<file path="config.mk">
export PLATFORM = sky130hd
export DESIGN_NAME = comb_sel_gen
export DESIGN_NICKNAME = d
export VERILOG_FILES = /design/src/rtl/comb_sel_gen.sv
export SDC_FILE = /design/constraint.sdc
export NUM_CORES = 1
export LEC_CHECK = 0
export BUFFER_PORTS_ARGS = -buffer_cell sky130_fd_sc_hd__clkbuf_2
export CORE_AREA = 8 8 72 74
export CTS_CLUSTER_DIAMETER = 60
export DETAILED_ROUTE_END_ITERATION = 8
export DIE_AREA = 0 0 80 82
export GPL_TIMING_DRIVEN = 0
export PLACE_DENSITY = 0.63
export SYNTH_ARGS = -nofsm -noshare
export SYNTH_HDL_FRONTEND = slang
export SYNTH_SLANG_ARGS = --single-unit
</file>
<file path="constraint.sdc">
create_clock -name clock_i -period 3.7 [get_ports clock_i]
set_clock_uncertainty 0.05 [all_clocks]
set_input_delay 0.37 -clock clock_i [delete_from_list [all_inputs] [get_ports clock_i]]
set_output_delay 0.37 -clock clock_i [all_outputs]
set_load 0.01 [all_outputs]
</file>
<file path="src/rtl/comb_sel_gen.sv">
// comb_sel_gen: walks the fit-combination enable mask of one road at a time,
// lowest index first, and emits one selector index per cycle towards the
// select pipeline register. Supports downstream stall and zero-bubble
// back-to-back roads.
module comb_sel_gen #(
  parameter int SEL_W = 3,
  parameter int NCOMB = 8,
  parameter int CNT_W = 16
) (
  input  logic             clock_i,
  input  logic             reset_i,
  input  logic             roadValid_i,
  input  logic [NCOMB-1:0] roadMask_i,
  output logic             roadReady_o,
  input  logic             hold_i,
  output logic [SEL_W-1:0] sel_o,
  output logic             selValid_o,
  output logic             selLast_o,
  output logic             emptyRoad_o,
  output logic [CNT_W-1:0] combCount_o
);

  typedef enum logic {
    IDLE = 1'b0,
    EMIT = 1'b1
  } state_t;

  state_t           state_q, state_d;
  logic [NCOMB-1:0] rem_q, rem_d;
  logic [SEL_W-1:0] sel_q, sel_d;
  logic             selValid_q, selValid_d;
  logic             selLast_q, selLast_d;
  logic             emptyRoad_q, emptyRoad_d;
  logic [CNT_W-1:0] combCount_q, combCount_d;

  logic [SEL_W-1:0] lowIdx;
  logic [NCOMB-1:0] remCleared;
  logic             remOneBit;
  logic             accept;
  logic             maskZero;

  // Lowest set bit of the remaining mask, plus the mask with that bit removed
  always_comb begin
    lowIdx = '0;
    for (int i = NCOMB - 1; i >= 0; i--) begin
      if (rem_q[i]) begin
        lowIdx = SEL_W'(i);
      end
    end
    remCleared = rem_q & (rem_q - NCOMB'(1));
    remOneBit  = (rem_q != '0) && (remCleared == '0);
  end

  // A new road can enter when idle, or on the edge that emits the final selector
  always_comb begin
    roadReady_o = (state_q == IDLE) || ((state_q == EMIT) && remOneBit && !hold_i);
    accept      = roadValid_i && roadReady_o;
    maskZero    = (roadMask_i == '0);
  end

  // Next-state and next-output computation for the emit walker
  always_comb begin
    state_d     = state_q;
    rem_d       = rem_q;
    sel_d       = sel_q;
    selValid_d  = 1'b0;
    selLast_d   = 1'b0;
    emptyRoad_d = 1'b0;
    combCount_d = combCount_q;
    case (state_q)
      IDLE: begin
        if (accept) begin
          if (maskZero) begin
            emptyRoad_d = 1'b1;
          end else begin
            rem_d   = roadMask_i;
            state_d = EMIT;
          end
        end
      end
      EMIT: begin
        if (!hold_i) begin
          sel_d      = lowIdx;
          selValid_d = 1'b1;
          selLast_d  = remOneBit;
          rem_d      = remCleared;
          if (combCount_q != '1) begin
            combCount_d = combCount_q + CNT_W'(1);
          end
          if (remOneBit) begin
            if (accept && !maskZero) begin
              rem_d = roadMask_i;
            end else begin
              state_d = IDLE;
              if (accept) begin
                emptyRoad_d = 1'b1;
              end
            end
          end
        end
      end
      default: begin
        state_d = IDLE;
        rem_d   = '0;
      end
    endcase
  end

  // State and registered outputs; synchronous reset discards any road in flight
  always_ff @(posedge clock_i) begin
    if (reset_i) begin
      state_q     <= IDLE;
      rem_q       <= '0;
      sel_q       <= '0;
      selValid_q  <= 1'b0;
      selLast_q   <= 1'b0;
      emptyRoad_q <= 1'b0;
      combCount_q <= '0;
    end else begin
      state_q     <= state_d;
      rem_q       <= rem_d;
      sel_q       <= sel_d;
      selValid_q  <= selValid_d;
      selLast_q   <= selLast_d;
      emptyRoad_q <= emptyRoad_d;
      combCount_q <= combCount_d;
    end
  end

  assign sel_o       = sel_q;
  assign selValid_o  = selValid_q;
  assign selLast_o   = selLast_q;
  assign emptyRoad_o = emptyRoad_q;
  assign combCount_o = combCount_q;

endmodule
</file>
After elaboration in Yosys (flattened, before gate mapping)

Cells that the tools add are included.

Bitwise logic cells: 3
Reductions and logical operators: 16
Add/sub/neg operators: 2
Eq/ne operators: 4
Mux-type cells: 28

Operators by type and width:

| kind                    | number |
|---|---|
| $mux W8                 | 5 |
| $mux W3                 | 8 |
| $add A16 B1 Y16 const B | 1 |
| $logic_not A8 Y1        | 2 |
| $ne A16 B16 Y1 const B  | 1 |
| $pmux W8 S2             | 1 |
| $mux W1                 | 12 |
| $and A8 B8 Y8           | 1 |
| $reduce_bool A8 Y1      | 1 |
| $sub A8 B1 Y8 const B   | 1 |
| $ne A2 B2 Y1 const B    | 3 |
| $reduce_and A3 Y1       | 2 |
| $logic_and A1 B1 Y1     | 5 |
| $pmux W1 S2             | 2 |
| $reduce_or A3 Y1        | 1 |
| $logic_not A1 Y1        | 2 |
| $not A1 Y1              | 2 |
| $reduce_and A2 Y1       | 1 |
| $reduce_or A2 Y1        | 1 |
| $logic_or A1 B1 Y1      | 1 |

Word-level logic and storage cells: 60
Output and inout bits: 23
Register bits after elaboration: 31

Longest topological paths before layout

Depth in word-level cells: 13
Mapped depth: 8

Worst setup path after synthesis

Ideal clock, no wire load.

Path type: reg2out
Start point: reg rem_q[3]
End point: out roadReady_o
Setup slack: 1.390 ns
Data required time: 3.280 ns
Stages on the path, launching flop included: 8
Arrival time: 1.890 ns
Path through: dfxtp_1 -> or4_1 -> clkbuf_2 -> nor4_1 -> a31oi_1 -> a211o_1 -> and2_4 -> inv_1

Longest elaborated chain between the ends: 7
Elaborated cells on any way between the ends: 8

Ends and longest elaborated chain:

| element                               | RTL line | RTL |
|---|---|---|
| start, declared                       | 29       | `logic [NCOMB-1:0] rem_q, rem_d;` |
| start signal, assigned                | 121      | `rem_q <= rem_d;` |
| $sub A8 B1 Y8                         | 50       | `remCleared = rem_q & (rem_q - NCOMB'(1));` |
| $and A8 B8 Y8                         | 50       |  |
| $logic_not A8 Y1                      | 51       | `remOneBit = (rem_q != '0) && (remCleared == '0);` |
| $logic_and A1 B1 Y1 (*)               | 51       |  |
| $logic_and A1 B1 Y1 (*) (2 in series) | 56       | `roadReady_o = (state_q == IDLE) \|\| ((state_q == EMIT) && remOneBit && !hold_i);` |
| $logic_or A1 B1 Y1 (*)                | 56       |  |
| end, declared                         | 14       | `output logic roadReady_o,` |

Every way passes the cells marked *; elsewhere a longest branch is shown, timed or not.

Worst setup path after layout

Start point: reg rem_q[0]
End point: out roadReady_o

Same word-level chain as after synthesis.

==> flow_summary.ini <==
[detailed_routing]
wirelength_mm = 3.74
via_per_inst = 5.08
drt_pass1_iterations = 4
routedWlPerCell_um = 13.7
ant_nets = 0
drc_errors = 0
drt_iter0_markers = 88
vias = 1386

[sta]
slew-limit-headroom_pct = 61.8
finalHoldViolCount = 0
drv_slew = 0
hold_slack_ns = 0.261
rsz0062_at_grt = no
setup_viol = 0
fmax_ghz = 0.351
setup-tns-final_ns = 0
worst_slew_pin_slew_ns = 0.568
period_minus_slack_ns = 2.85
fin_crit_sh_pct = 77.1

[setup_path]
r2r_start = rem_q[0]
critPathLaunchType = register
ff2ff_path_depth = 7
crit_start = rem_q[0]
worst-setup-path-type = register to output pin
cp_data_arrival_time_ns = 2.43
crit_path_max_incr_delay_ns = 0.51
critPathRequiredTime_ns = 3.28
cp-end-kind = output pin
crit_path_cell_trace = or4_1 > clkbuf_2 > nor4_1 > a31oi_1 > a211o_1 > and2_4 > inv_1 > clkbuf_2
crit_fanout = 7
crit_path_frequent_cell = clkbuf_2
cpMaxStageDelayCell = or4_1

[floorplanning]
core.rowCount = 24
coreArea_mm2 = 0.00414
die-area_mm2 = 0.00656
die_h_um = 82
ios = 35
die_w_um = 80
start_util_pct = 37.1

[global_route]
grt_pass1_vias = 1415
antenna_found_initial = 0
grt_pass1_wl_mm = 6.43
grt_overflow_total = 0
grtUsageTotal_pct = 12.5
grt_start_max_net_pins = 11

[clock_tree]
ctsHoldBuffers = 0
cts_setup_buffers = 0
cts_sinks = 31
cts.clk_slew.worst_paths_ns = 0.07
cts-resized-gates = 0
htreeDepth = 2
clock_latency_ns = 0.28
clockBufferDepth = 2
clockRootBuffer = clkbuf_8
cts_tree = built
cts_buffers = 5

[yosys]
synthAdderAreaFrac_pct = 1.46
synth.distinct_cells = 46
synth_xor_area_share_pct = 7.97
synth_top_family_by_area = simple AND/OR/NAND/NOR gates
synth_compound_area_share_pct = 17.2
avgSynthCellArea_um2 = 8.54
ys_seq_elements = 31
synthCells = 180
ys_seq_area_share_pct = 40.4
netlist_area_mm2 = 0.00154
yosys.area_share.simple_pct = 28.7
yosys_warnings = 0
synth_edf_count = 0
async_flop_share_pct = 0
syn_nets = 193
muxShareOfSynthArea_pct = 0.651
synth_flop_cell = dfxtp_1

[power]
p_int_uw = 561
p_per_area_mw_per_mm2 = 406
power_leakage_nw = 0.705
peakVddDrop_mv = 0.126
combPwrFrac_pct = 14.3
swShare_pct = 25.9
pwr-share-seq_pct = 47.0
p_sw_uw = 196
clock_power_share_pct = 38.7

[place]
port_buffers = 33
dp_hpwl_mm = 2.85
place.gp.congestion = 0.764

[finish]
n_antenna_cell = 0
layout.nets = 233
register_area_um2 = 621
nFillCells = 444
multiInputGateArea_um2 = 862
drive_gt1_share_pct = 23.1
syn_to_final_growth_pct = 21.5

[hold_path]
min_from = roadMask_i[6]
hold_path.class = input pin to register
worstHoldPathCells = 2

[flow_run]
maxCapViolCount = 0

[status]
status = complete, no violations
-- path summary, 6_finish.rpt --
kind              slack, ns     endpoint
setup / recovery       0.85  roadReady_o
hold / removal         0.26     rem_q[6]
setup reg to reg       1.24     rem_q[2]
hold reg to reg        0.40     sel_o[0]
-- synth_stat cells (all sizes together), types with 2 or more instances --
| library cell | number | share of area (%) |
|---|---|---|
| and2 | 2 | 0.98 |
| o31ai | 3 | 1.5 |
| nand3 | 5 | 1.6 |
| nand4 | 4 | 1.6 |
| nor4b | 2 | 1.1 |
| nor2 | 25 | 6.1 |
| xor2 | 3 | 1.7 |
| o21ai | 3 | 1.2 |
| buf | 2 | 0.81 |
| nor3 | 10 | 3.3 |
| or3 | 5 | 2.0 |
| nand2 | 13 | 3.2 |
| dfxtp | 31 | 40 |
| clkbuf | 6 | 1.5 |
| o21bai | 2 | 0.98 |
| xnor2 | 11 | 6.3 |
| inv | 5 | 1.2 |
| nor4 | 4 | 2.0 |
| a32o | 4 | 2.7 |
| a211oi | 4 | 2.8 |
| and3 | 2 | 0.81 |
| nand2b | 5 | 2.0 |
| or4 | 4 | 2.0 |
| a21oi | 10 | 3.3 |
-- metal layers --
layer  vias to the layer above  track usage, %  part of all wire, %
met3                         7            4.92                  6.1
met2                        29            21.6                   48
met4                         0            5.45                  1.7
li1                        728               -                    -
met5                         -               0                    0
met1                       622            13.2                   44
-- layout make-up --
cell class              count  share of cell area (%)
clock buffers               8                    5.36
repair buffers             33                    8.84
inverters                   5                    1.00
well taps                  52                    3.48
plain buffers               8                    1.94
multi-input cells         136                    46.1
flip-flops and latches     31                    33.2
-- power groups by stage --
stage,combinational [mW],clock [mW],sequential (mW)
floorplan,0.0776,0,0.363
global placement,0.107,0,0.364
detailed placement,0.108,0,0.364
CTS,0.109,0.307,0.356
global route,0.122,0.325,0.358
finish,0.108,0.293,0.356
-- cells by family after synthesis --
| kind of cell | Yosys count |
|---|---|
| AOI/OAI and AO/OA | 34 |
| xor gates and xnor gates | 14 |
| adders and majority gates | 2 |
| buffers and inverters | 13 |
| DFF | 31 |
| muxes | 1 |
| and+or+nand+nor | 85 |
-- placed cells by master, fill, tap and decap left out, types with 5 or more instances in the layout --
master	netlist	routed
nand3_1	5	5
nand2b_1	5	5
clkbuf_8	0	7
a21oi_1	10	10
nand2_1	13	13
clkbuf_1	5	6
nor2_1	25	25
or3_1	5	5
dfxtp_1	31	31
xnor2_1	11	11
inv_1	5	5
nor3_1	10	10
clkbuf_2	1	34
-- through the flow --
stage | cell area, µm² | setup WS, ns | util (%) | total power [mW] | std cells
6_report | 1870 | 0.847 | 45.1 | 0.758 | 273
5_1_grt | 1870 | 0.721 | 45.1 | 0.804 | 273
4_1_cts | 1870 | 0.850 | 45.1 | 0.772 | 273
3_5_place_dp | 1770 | 1.11 | 42.7 | 0.472 | 265
3_3_place_gp | 1770 | 1.12 | 42.7 | 0.471 | 265
2_1_floorplan | 1540 | 1.39 | - | 0.441 | 180
-- worst max-delay path: cells and delay by family, from the launching register on --
kind | cells | cell delay, ns
AOI/OAI and AO/OA | 2 | 0.49
buffers and inverters | 3 | 0.38
DFF | 1 | 0.36
and+or+nand+nor | 3 | 0.93
-- sequential cells by signal (all words and copies together), names as in the netlist --
signal	count
emptyRoad_o	1
rem_q	8
state_q	1
selValid_o	1
sel_o	3
selLast_o	1
combCount_o	16
(Power assumes the default switching activity.)
